<file path="src/rtl/display_scan_ctrl_pkg.sv">
// display_pkg: types and constants shared by the display scan controller.
//   scan_state_t  : scan FSM state encoding (BLANK, SCAN, GUARD)
//   SEG_0..SEG_9  : active-low segment patterns, bit order {g,f,e,d,c,b,a}
//   SEG_OFF       : all segments dark
package display_pkg;

  typedef enum logic [1:0] {
    BLANK = 2'd0,
    SCAN  = 2'd1,
    GUARD = 2'd2
  } scan_state_t;

  localparam logic [6:0] SEG_0   = 7'b1000000;
  localparam logic [6:0] SEG_1   = 7'b1111001;
  localparam logic [6:0] SEG_2   = 7'b0100100;
  localparam logic [6:0] SEG_3   = 7'b0110000;
  localparam logic [6:0] SEG_4   = 7'b0011001;
  localparam logic [6:0] SEG_5   = 7'b0010010;
  localparam logic [6:0] SEG_6   = 7'b0000010;
  localparam logic [6:0] SEG_7   = 7'b1111000;
  localparam logic [6:0] SEG_8   = 7'b0000000;
  localparam logic [6:0] SEG_9   = 7'b0011000;
  localparam logic [6:0] SEG_OFF = 7'b1111111;

endpackage

</file>
<file path="src/rtl/display_scan_ctrl_if.sv">
// display_scan_ctrl_if: frame load handshake into the scan controller.
//   ld_valid : producer offers a new frame
//   ld_data  : 4*DIGITS bits of BCD, digit 0 in [3:0]
//   ld_ready : controller's shadow register is free
// master = frame producer, slave = display_scan_ctrl.
interface display_scan_ctrl_if #(
  parameter int DIGITS = 4
) ();

  logic                ld_valid;
  logic [4*DIGITS-1:0] ld_data;
  logic                ld_ready;

  modport master (output ld_valid, output ld_data, input ld_ready);
  modport slave  (input ld_valid, input ld_data, output ld_ready);

endinterface

</file>
<file path="src/rtl/display_scan_ctrl_seg_decoder.sv">
// seg_decoder: combinational BCD to 7-segment decode.
//   bcd : 4-bit BCD digit; codes 10..15 display as 0
//   seg : active-low segments {g,f,e,d,c,b,a}
module seg_decoder
  import display_pkg::*;
(
  input  logic [3:0] bcd,
  output logic [6:0] seg
);

  always_comb begin
    case (bcd)
      4'd0:    seg = SEG_0;
      4'd1:    seg = SEG_1;
      4'd2:    seg = SEG_2;
      4'd3:    seg = SEG_3;
      4'd4:    seg = SEG_4;
      4'd5:    seg = SEG_5;
      4'd6:    seg = SEG_6;
      4'd7:    seg = SEG_7;
      4'd8:    seg = SEG_8;
      4'd9:    seg = SEG_9;
      default: seg = SEG_0;
    endcase
  end

endmodule

</file>
<file path="src/rtl/display_scan_ctrl.sv">
// display_scan_ctrl: multiplexed 7-segment scan controller with a
// double-buffered frame load.
//   clk, rst_n   : clock, async active-low reset
//   en           : display enable, 0 blanks and parks the scan at digit 0
//   ld           : frame load handshake (display_scan_ctrl_if.slave)
//   seg          : active-low segments {g,f,e,d,c,b,a}
//   an           : active-low one-hot digit select
//   frame_done   : one-cycle pulse after the last digit's slot
// Build option: define LEADING_ZERO_BLANK_EN to darken digits above the
// most-significant nonzero digit (digit 0 is always shown).
//
// state | meaning
// BLANK | display off, divider and digit index held at 0
// SCAN  | digit idx lit for REFRESH_DIV cycles
// GUARD | one dark cycle between digits to avoid ghosting
module display_scan_ctrl
  import display_pkg::*;
#(
  parameter int DIGITS      = 4,
  parameter int REFRESH_DIV = 50000
) (
  input  logic                clk,
  input  logic                rst_n,
  input  logic                en,
  display_scan_ctrl_if.slave  ld,
  output logic [6:0]          seg,
  output logic [DIGITS-1:0]   an,
  output logic                frame_done
);

  localparam int IW = (DIGITS > 1) ? $clog2(DIGITS) : 1;
  localparam int DW = (REFRESH_DIV > 1) ? $clog2(REFRESH_DIV) : 1;
  localparam logic [IW-1:0] IDX_LAST = IW'(DIGITS - 1);
  localparam logic [DW-1:0] DIV_LAST = DW'(REFRESH_DIV - 1);

  scan_state_t         state_q, state_d;
  logic [DW-1:0]       div_q, div_d;
  logic [IW-1:0]       idx_q, idx_d;
  logic [4*DIGITS-1:0] display_q, shadow_q;
  logic                full_q;
  logic [DIGITS-1:0]   an_q, an_d;
  logic [6:0]          seg_q, seg_d, dec_seg;
  logic                frame_done_q;
  logic [3:0]          nib;
  logic                lz_blank;
  logic                div_wrap, frame_wrap, accept, xfer;

  assign div_wrap   = (state_q == SCAN) && (div_q == DIV_LAST);
  assign frame_wrap = en && div_wrap && (idx_q == IDX_LAST);
  assign accept     = ld.ld_valid && !full_q;
  // While blanked nothing is being shown, so hand the frame over at once.
  assign xfer       = full_q && (frame_wrap || !en);
  assign ld.ld_ready = !full_q;

  always_ff @(posedge clk or negedge rst_n) begin
    if (!rst_n) begin
      state_q <= BLANK;
      div_q   <= '0;
      idx_q   <= '0;
    end else begin
      state_q <= state_d;
      div_q   <= div_d;
      idx_q   <= idx_d;
    end
  end

  always_comb begin
    state_d = state_q;
    div_d   = div_q;
    idx_d   = idx_q;
    if (!en) begin
      state_d = BLANK;
      div_d   = '0;
      idx_d   = '0;
    end else begin
      unique case (state_q)
        BLANK: begin
          state_d = SCAN;
          div_d   = '0;
          idx_d   = '0;
        end
        SCAN: begin
          if (div_wrap) begin
            state_d = GUARD;
            div_d   = '0;
            idx_d   = (idx_q == IDX_LAST) ? '0 : idx_q + IW'(1);
          end else begin
            div_d = div_q + DW'(1);
          end
        end
        GUARD:   state_d = SCAN;
        default: state_d = BLANK;
      endcase
    end
  end

  // Outputs are registered from the next state so an/seg line up with state_q.
  always_comb begin
    nib = 4'd0;
    for (int i = 0; i < DIGITS; i++)
      if (idx_d == IW'(i)) nib = display_q[4*i +: 4];
  end

  seg_decoder u_dec (
    .bcd (nib),
    .seg (dec_seg)
  );

`ifdef LEADING_ZERO_BLANK_EN
  logic [IW-1:0] msd;
  always_comb begin
    msd = '0;
    for (int i = 1; i < DIGITS; i++)
      if (display_q[4*i +: 4] != 4'd0) msd = IW'(i);
  end
  assign lz_blank = (idx_d > msd);
`else
  assign lz_blank = 1'b0;
`endif

  always_comb begin
    an_d  = '1;
    seg_d = SEG_OFF;
    if (state_d == SCAN) begin
      an_d[idx_d] = 1'b0;
      seg_d       = lz_blank ? SEG_OFF : dec_seg;
    end
  end

  always_ff @(posedge clk or negedge rst_n) begin
    if (!rst_n) begin
      an_q         <= '1;
      seg_q        <= SEG_OFF;
      frame_done_q <= 1'b0;
    end else begin
      an_q         <= an_d;
      seg_q        <= seg_d;
      frame_done_q <= frame_wrap;
    end
  end

  // accept and xfer are mutually exclusive: accept needs an empty shadow.
  always_ff @(posedge clk or negedge rst_n) begin
    if (!rst_n) begin
      shadow_q  <= '0;
      display_q <= '0;
      full_q    <= 1'b0;
    end else if (accept) begin
      shadow_q <= ld.ld_data;
      full_q   <= 1'b1;
    end else if (xfer) begin
      display_q <= shadow_q;
      full_q    <= 1'b0;
    end
  end

  assign an         = an_q;
  assign seg        = seg_q;
  assign frame_done = frame_done_q;

endmodule

</file>
<file path="src/flat_wrapper.sv">
// flat-port wrapper written by rule: the top's interface ports become plain ports
module display_scan_ctrl_flat import display_pkg::*;
#(
  parameter int DIGITS      = 4,
  parameter int REFRESH_DIV = 50000
)
  (clk, rst_n, en, seg, an, frame_done, ld_ld_valid, ld_ld_data, ld_ld_ready);
  display_scan_ctrl_if #(.DIGITS(DIGITS)) ld_i ();
  input  logic clk;
  input  logic rst_n;
  input  logic en;
  output logic [6:0] seg;
  output logic [DIGITS-1:0] an;
  output logic frame_done;
  input wire logic [$bits(ld_i.ld_valid)-1:0] ld_ld_valid;
  input wire logic [$bits(ld_i.ld_data)-1:0] ld_ld_data;
  output wire logic [$bits(ld_i.ld_ready)-1:0] ld_ld_ready;
  assign ld_i.ld_valid = ld_ld_valid;
  assign ld_i.ld_data = ld_ld_data;
  assign ld_ld_ready = ld_i.ld_ready;
  display_scan_ctrl #(.DIGITS(DIGITS), .REFRESH_DIV(REFRESH_DIV)) u_core (.clk(clk), .rst_n(rst_n), .en(en), .ld(ld_i), .seg(seg), .an(an), .frame_done(frame_done));
endmodule
</file>
<file path="config.mk">
export PLATFORM = sky130hd
export DESIGN_NAME = display_scan_ctrl_flat
export DESIGN_NICKNAME = d
export VERILOG_FILES = /design/src/rtl/display_scan_ctrl_pkg.sv /design/src/rtl/display_scan_ctrl_if.sv /design/src/rtl/display_scan_ctrl_seg_decoder.sv /design/src/rtl/display_scan_ctrl.sv /design/src/flat_wrapper.sv
export SDC_FILE = /design/constraint.sdc
export NUM_CORES = 1
export LEC_CHECK = 0
export CORE_MARGIN = 2
export CORE_UTILIZATION = 40
export DETAILED_ROUTE_END_ITERATION = 8
export PLACE_DENSITY = 0.65
export REMOVE_ABC_BUFFERS = 1
export SYNTH_ARGS = -nofsm -noshare
export SYNTH_HDL_FRONTEND = slang
export SYNTH_SLANG_ARGS = --single-unit
export TNS_END_PERCENT = 1
</file>
<file path="constraint.sdc">
create_clock -name clk -period 3.1 [get_ports clk]
set_input_delay 0.62 -clock clk [delete_from_list [all_inputs] [get_ports clk]]
set_output_delay 0.62 -clock clk [all_outputs]
set_load 0.01 [all_outputs]
</file>
# Yosys cells after proc, flatten, opt, wreduce, memory -nomap -nowiden
# Memory sizes are Yosys's and may differ from the RTL's.
# Cells that the tools add are included.
# totals
register_bits	65
mem_bits_ro	112
out_inout_bits	13
wordCells	59
n_memories	1
# op_classes
addsub	2
order_cmp	2
n_eq_ne	9
n_mux	20
bitwise	2
reduce_logical	14
# mem_list
name	words	width	rd	rd_clocked_by_memory_dff	write_ports	line	source
(no name shown)	16	7	1	0	0	display_scan_ctrl_seg_decoder.sv:12	case (bcd)
# ops
operator	count
16-bit 2-to-1 mux	2
16-bit case mux with 2 select lines	1
4-bit 2-to-1 mux	5
16-bit by 1-bit adder with 16-bit output (second input constant)	1
16-bit equality test (second input constant)	1
2-bit 2-to-1 mux	5
2-bit equality test (second input constant)	4
2-bit case mux with 2 select lines	2
7-bit 2-to-1 mux	1
2-bit by 1-bit equality test with 1-bit output (second input constant)	3
1-bit logical AND	6
2-bit logical NOT	2
4-bit inverter	1
2-bit by 3-bit less-than comparator with 1-bit output (second input constant)	1
1-bit 2-to-1 mux	3
3-bit by 1-bit inequality test with 1-bit output (second input constant)	1
2-bit by 1-bit adder with 2-bit output (second input constant)	1
1-bit demux with 2-bit select	1
2-bit by 1-bit >= comparator with 1-bit output (second input constant)	1
1-bit logical NOT	2
2-bit AND reduction	1
2-bit nonzero test	1
2-bit OR reduction	1
1-bit logical OR	1
1-bit inverter	1

# Depth between registers and ports, before layout
# An unclocked memory read counts as a cell.
# depth
depth_word	12
ltp_mapped	13

# By module
# Synthesis repeated with hierarchy kept, for this count alone.
# hier_totals
hier_cells	260
area_unflattened_um2	3146.8
# modules_own_cells
module	n_inst	cells_per_inst	area_per_inst_um2
display_scan_ctrl	1	236	2941.6
seg_decoder	1	24	205.2

# Least setup slack after synthesis
# No wires, ideal clock.
# synth_timing
path_kind	register to register
startpoint	register u_core.div_q[0]
endpoint	register u_core.seg_q[6], in the netlist u_core.seg[6]
setup_ns	0.083
t_arrival_ns	2.672
setup_slack_ns	0.344
path_stages_with_launch	13
synth_period_minus_slack_ns	2.756
path_cell_list	dfrtp_1 > ha_1 > and3_1 > buf_2 > nand4_4 > or2_1 > a31oi_4 > buf_4 > mux2i_1 > mux2_2 > inv_1 > ha_1 > o32a_1
# synth_between
elab_chain_len	12
elab_cells_between_ends	19
classes_between	eq/ne (5); mux (11); reduce/logical (2); memory (1)
# synth_lines
item	line	source
start, declared	display_scan_ctrl.sv:37	logic [DW-1:0] div_q, div_d;
start signal, assigned	display_scan_ctrl.sv:62	div_q <= div_d;
16-bit equality test *	display_scan_ctrl.sv:48	assign div_wrap = (state_q == SCAN) && (div_q == DIV_LAST);
1-bit logical AND *	display_scan_ctrl.sv:48	
2-bit 2-to-1 mux *	display_scan_ctrl.sv:83	if (div_wrap) begin
2-bit case mux with 2 select lines *	display_scan_ctrl.sv:76	unique case (state_q)
2-bit 2-to-1 mux *	display_scan_ctrl.sv:71	if (!en) begin
named net u_core.idx_d[1]	display_scan_ctrl.sv:38	logic [IW-1:0] idx_q, idx_d;
2-bit logical NOT	display_scan_ctrl.sv:101	if (idx_d == IW'(i)) nib = display_q[4*i +: 4];
4-bit 2-to-1 mux (3 in series)	display_scan_ctrl.sv:101	
4-bit 2-to-1 mux *	display_scan_ctrl.sv:101	
memory 16 x 7 bit *	n/a	
7-bit 2-to-1 mux *	display_scan_ctrl.sv:124	if (state_d == SCAN) begin
named net u_core.seg_d[6]	display_scan_ctrl.sv:42	logic [6:0] seg_q, seg_d, dec_seg;
end signal, assigned	display_scan_ctrl.sv:137	seg_q <= seg_d;
end, declared	display_scan_ctrl.sv:42	
# Mark *: on every way through the listed nets, which the timed path passes. The rest lies on a longest branch.
# A chain may end at the register's enable or synchronous reset.

# Worst setup path in the final report
# layout_timing
startpoint	register u_core.div_q[0]
endpoint	register u_core.seg_q[6], in the netlist u_core.seg[6]
# layout_between
elab_chain_len	12
elab_cells_between_ends	19
classes_between	eq/ne (5); mux (11); reduce/logical (2); memory (1)
# layout_lines
item	line
16-bit equality test *	display_scan_ctrl.sv:48
1-bit logical AND *	display_scan_ctrl.sv:48
2-bit 2-to-1 mux	display_scan_ctrl.sv:83
2-bit case mux with 2 select lines	display_scan_ctrl.sv:76
2-bit 2-to-1 mux	display_scan_ctrl.sv:71
2-bit logical NOT	display_scan_ctrl.sv:101
4-bit 2-to-1 mux (4 in series)	display_scan_ctrl.sv:101
memory 16 x 7 bit	n/a
7-bit 2-to-1 mux *	display_scan_ctrl.sv:124
named net u_core.seg_d[6]	display_scan_ctrl.sv:42
# Marks and branches as above.

==> results.txt <==
- Detailed Route WL: 5370 µm
- TritonCTS clock tree: yes
- Maxcap violations: 0
- The first global-routing pass estimated 9420 µm of wire.
- Final sum of negative setup slack: 0 ps
* Fill cells: 642
* Die extent in y: 90.6 µm
- Number of levels the H-tree was split into: 3
- The synthesized design spends more area on one cell type than any other, namely dfrtp_1.
- Syn-to-layout area delta: 21.2%
- The first detailed-routing pass ran for 4 iterations.
* Number of distinct library cell variants in the gate-level netlist after synthesis: 45
- Routability-driven placement finished with a final weighted congestion of 0.833.
- The number of cells on the worst reg-to-reg path is 10.
* Die area: 8210 µm²
- Entering global routing, the biggest net connects 37 pins.
- Buffer cell driving the clock tree root: clkbuf_8
- Number of enable flip-flop cells after synthesis: 0
- Vias post-DR: 2023
* LEAKAGE: 0.00152 µW
- Counting every instance in the synthesized netlist gives 250.
* CTS Buf Count: 9
* Post-Route Skew: 7.47 ps
* Worst r2r src: u_core.div_q[0]
- Final instance count without filler cells: 397
- Ys Warns: 0
* Fraction of final layout cells sized beyond drive strength 1: 26.8%
* Kind of capture point of the worst setup path: register
* Vias per cell: 5.10
- Placement Rows: 31
- IO Pins: 33
- Detailed placer's ending HPWL: 3930 µm
- The number of global-route vias before repair is 1981.
* Area used by multi-input combinational logic: 1280 µm²
- For this run, the total global-route usage over all layers was measured as 14.5%.
- Clock latency on the worst-skew pair: 340 ps
- Area contributors post-synth: dfrtp_1 45%, mux2_2 13%, dfstp_2 9.6%
- For the pin with the worst max-slew slack, the measured transition is 760 ps.
- Port buffering added 32 buffers.
* Maximum fanout along the worst path: 9
- Overall overflow remaining after global route: 0
- Min Hold Slack: 357 ps
- IR analysis of the VDD net gives a maximum drop of 399 µV.
- STA puts the critical path data arrival time at 3140 ps.
- Synth top area share: 45.0%
* Worst R2R Setup Slack: 210 ps
- Once placement completed, the tool counted placed cells totaling 378.
* Final setup viols: 0
* Fin nets: 318
- For this run, the top clock speed supported by timing is 0.347 GHz.
* Antenna violations before repair: 0
- The die is 90.6 µm wide.
* Number of antenna diodes: 0
* Largest buffer count on any clock path: 2
- Min-delay worst type: in -> async
- Summing the sequential cell areas from Yosys gives 54.7% of the chip area.
- The worst setup path is launched from a register.
- Pwr Total: 2300 µW
- After detailed routing, the average wire length per cell comes to 13.5 µm.
- After detailed routing, the number of remaining DRC violations is 0.
* Final hold violation count: 0
* Data required time at the worst endpoint: 3360 ps
* Count of nets left with antenna violations after detail routing: 0
- Launching element of the worst setup path: u_core.div_q[0]
- The number of max-slew violations in the final report was 0.
* Average cell area after synthesis: 12.0 µm²
* Final period utilization: 93.1%
- Run status: complete, no violations
* Footprint of the flip-flops and latches: 1640 µm²
- Flop and latch count out of synthesis: 65
- The routed design could run at a clock period as short as 2890 ps.
- In this run, post-CTS hold repair placed 0 buffers.
- Clock-pin slew was measured on the worst setup and hold paths at 60 ps.
- Place WS: 92.6 ps
* Initial core utilization: 41.4%
- Slew headroom: 49.4%
- CTS saw 65 sinks.
- Post-synthesis instance area: 3000 µm²
- For this design the ratio of total power to cell area is 632 nW/µm².
- Area of the core: 7250 µm²
* Primary flip-flop cell chosen by synthesis mapping: dfrtp_1
- Setup slack closes at 215 ps.
* Post-synthesis async set-or-reset flop share: 100%
- Capture instance of the worst register-to-register path: u_core.seg[6]
- Type of the worst setup path: reg -> reg
- DRT iter0 DRCs: 145
## synth_stat cells, types with 2 or more instances
library cell	n
o211ai_1	3
a31oi_1	6
and4_1	2
inv_1	6
o21ai_0	29
mux2i_1	6
buf_1	2
nor2_1	2
nor2b_1	3
nand4_1	5
a21oi_1	5
o21ai_1	2
nand3_1	9
and4bb_2	2
clkbuf_1	5
and2_1	3
dfrtp_1	54
nand2b_1	2
mux2_2	34
nand2_1	25
dfstp_2	11
ha_1	5
and3_1	6
a31oi_4	2
## through the flow
step           util, %  cell area (µm²)
6_report          50.1             3640
5_1_grt           50.1             3640
4_1_cts           49.8             3610
3_5_place_dp      47.5             3440
3_3_place_gp      47.5             3440
2_1_floorplan        -             2950
## metal layers
metal / wire, µm / global-route usage (%)
met3: 223 / 5.43
met4: 82 / 5.38
met2: 2580 / 22.8
met1: 2490 / 18.1
met5: 0 / 0
## registers in the layout (all words and copies together), names as in the netlist
name,flops
u_core.display_q,16
u_core.state_q,2
u_core.seg,7
u_core.full_q,1
u_core.frame_done,1
u_core.shadow_q,16
u_core.div_q,16
u_core.an,4
u_core.idx_q,2
## layout by cell type, fill, tap and decap left out, types with 4 or more instances in the layout
| cell | synthesis | layout |
|---|---|---|
| clkbuf_8 | 0 | 11 |
| ha_1 | 5 | 5 |
| and3_1 | 6 | 5 |
| buf_4 | 1 | 10 |
| nand2_1 | 25 | 25 |
| mux2i_1 | 6 | 6 |
| a31oi_1 | 6 | 6 |
| clkdlybuf4s50_1 | 0 | 31 |
| o21ai_0 | 29 | 29 |
| dfstp_2 | 11 | 11 |
| mux2_2 | 34 | 34 |
| nand4_1 | 5 | 5 |
| clkbuf_1 | 5 | 4 |
| inv_1 | 6 | 6 |
| nand3_1 | 9 | 9 |
| a21oi_1 | 5 | 5 |
| dfrtp_1 | 54 | 54 |
## worst max-delay path by stage
| stage | slack, ps | cells past startpoint | endpoint |
|---|---|---|---|
| 2_1_floorplan | 310 | 11 | u_core.seg[1] |
| 3_3_place_gp | 250 | 11 | u_core.seg[1] |
| 3_5_place_dp | 90 | 11 | u_core.seg[1] |
| 4_1_cts | 40 | 11 | u_core.seg[1] |
| 5_1_grt | -9 | 11 | u_core.seg[1] |
| 6_report | 210 | 10 | u_core.seg[6] |
## power by group
group | internal (µW) | switching [µW]
combinational | 313 | 229
sequential | 1050 | 87.5
clock | 334 | 288
total | 1690 | 604
## cell type report
cell class | instances | area share [%]
tap | 99 | 3.41
timing repair buffer | 42 | 10.7
clock inverter | 1 | 0.138
multi-input combinational | 168 | 35.3
clock buffer | 15 | 4.58
inverter | 7 | 0.722
sequential | 65 | 45.1
## critical path, stage by stage (launching register included)
cell and delay (ps):
dfrtp_1 410, ha_1 210, and3_2 280, nand4_4 140
or2_1 290, a31oi_4 330, mux2i_1 220, mux2_2 260
inv_1 100, ha_1 220, o32a_1 350
## what timing repair did
action	4_1_cts	5_1_grt
resized for setup	0	1
endpoints found under the setup margin	0	7
buffers inserted	0	3
## kinds of logic after synthesis
kind of cell | synth area share [%]
AND/OR/NAND/NOR | 14.1
flip-flops | 54.7
AO/OA/AOI/OAI | 11.6
multiplexers | 14.8
buffers and inverters | 2.54
adder cells (fa/ha/maj) | 2.09
XOR/XNOR | 0.292
Note: power is estimated with default switching activity, not from simulation.
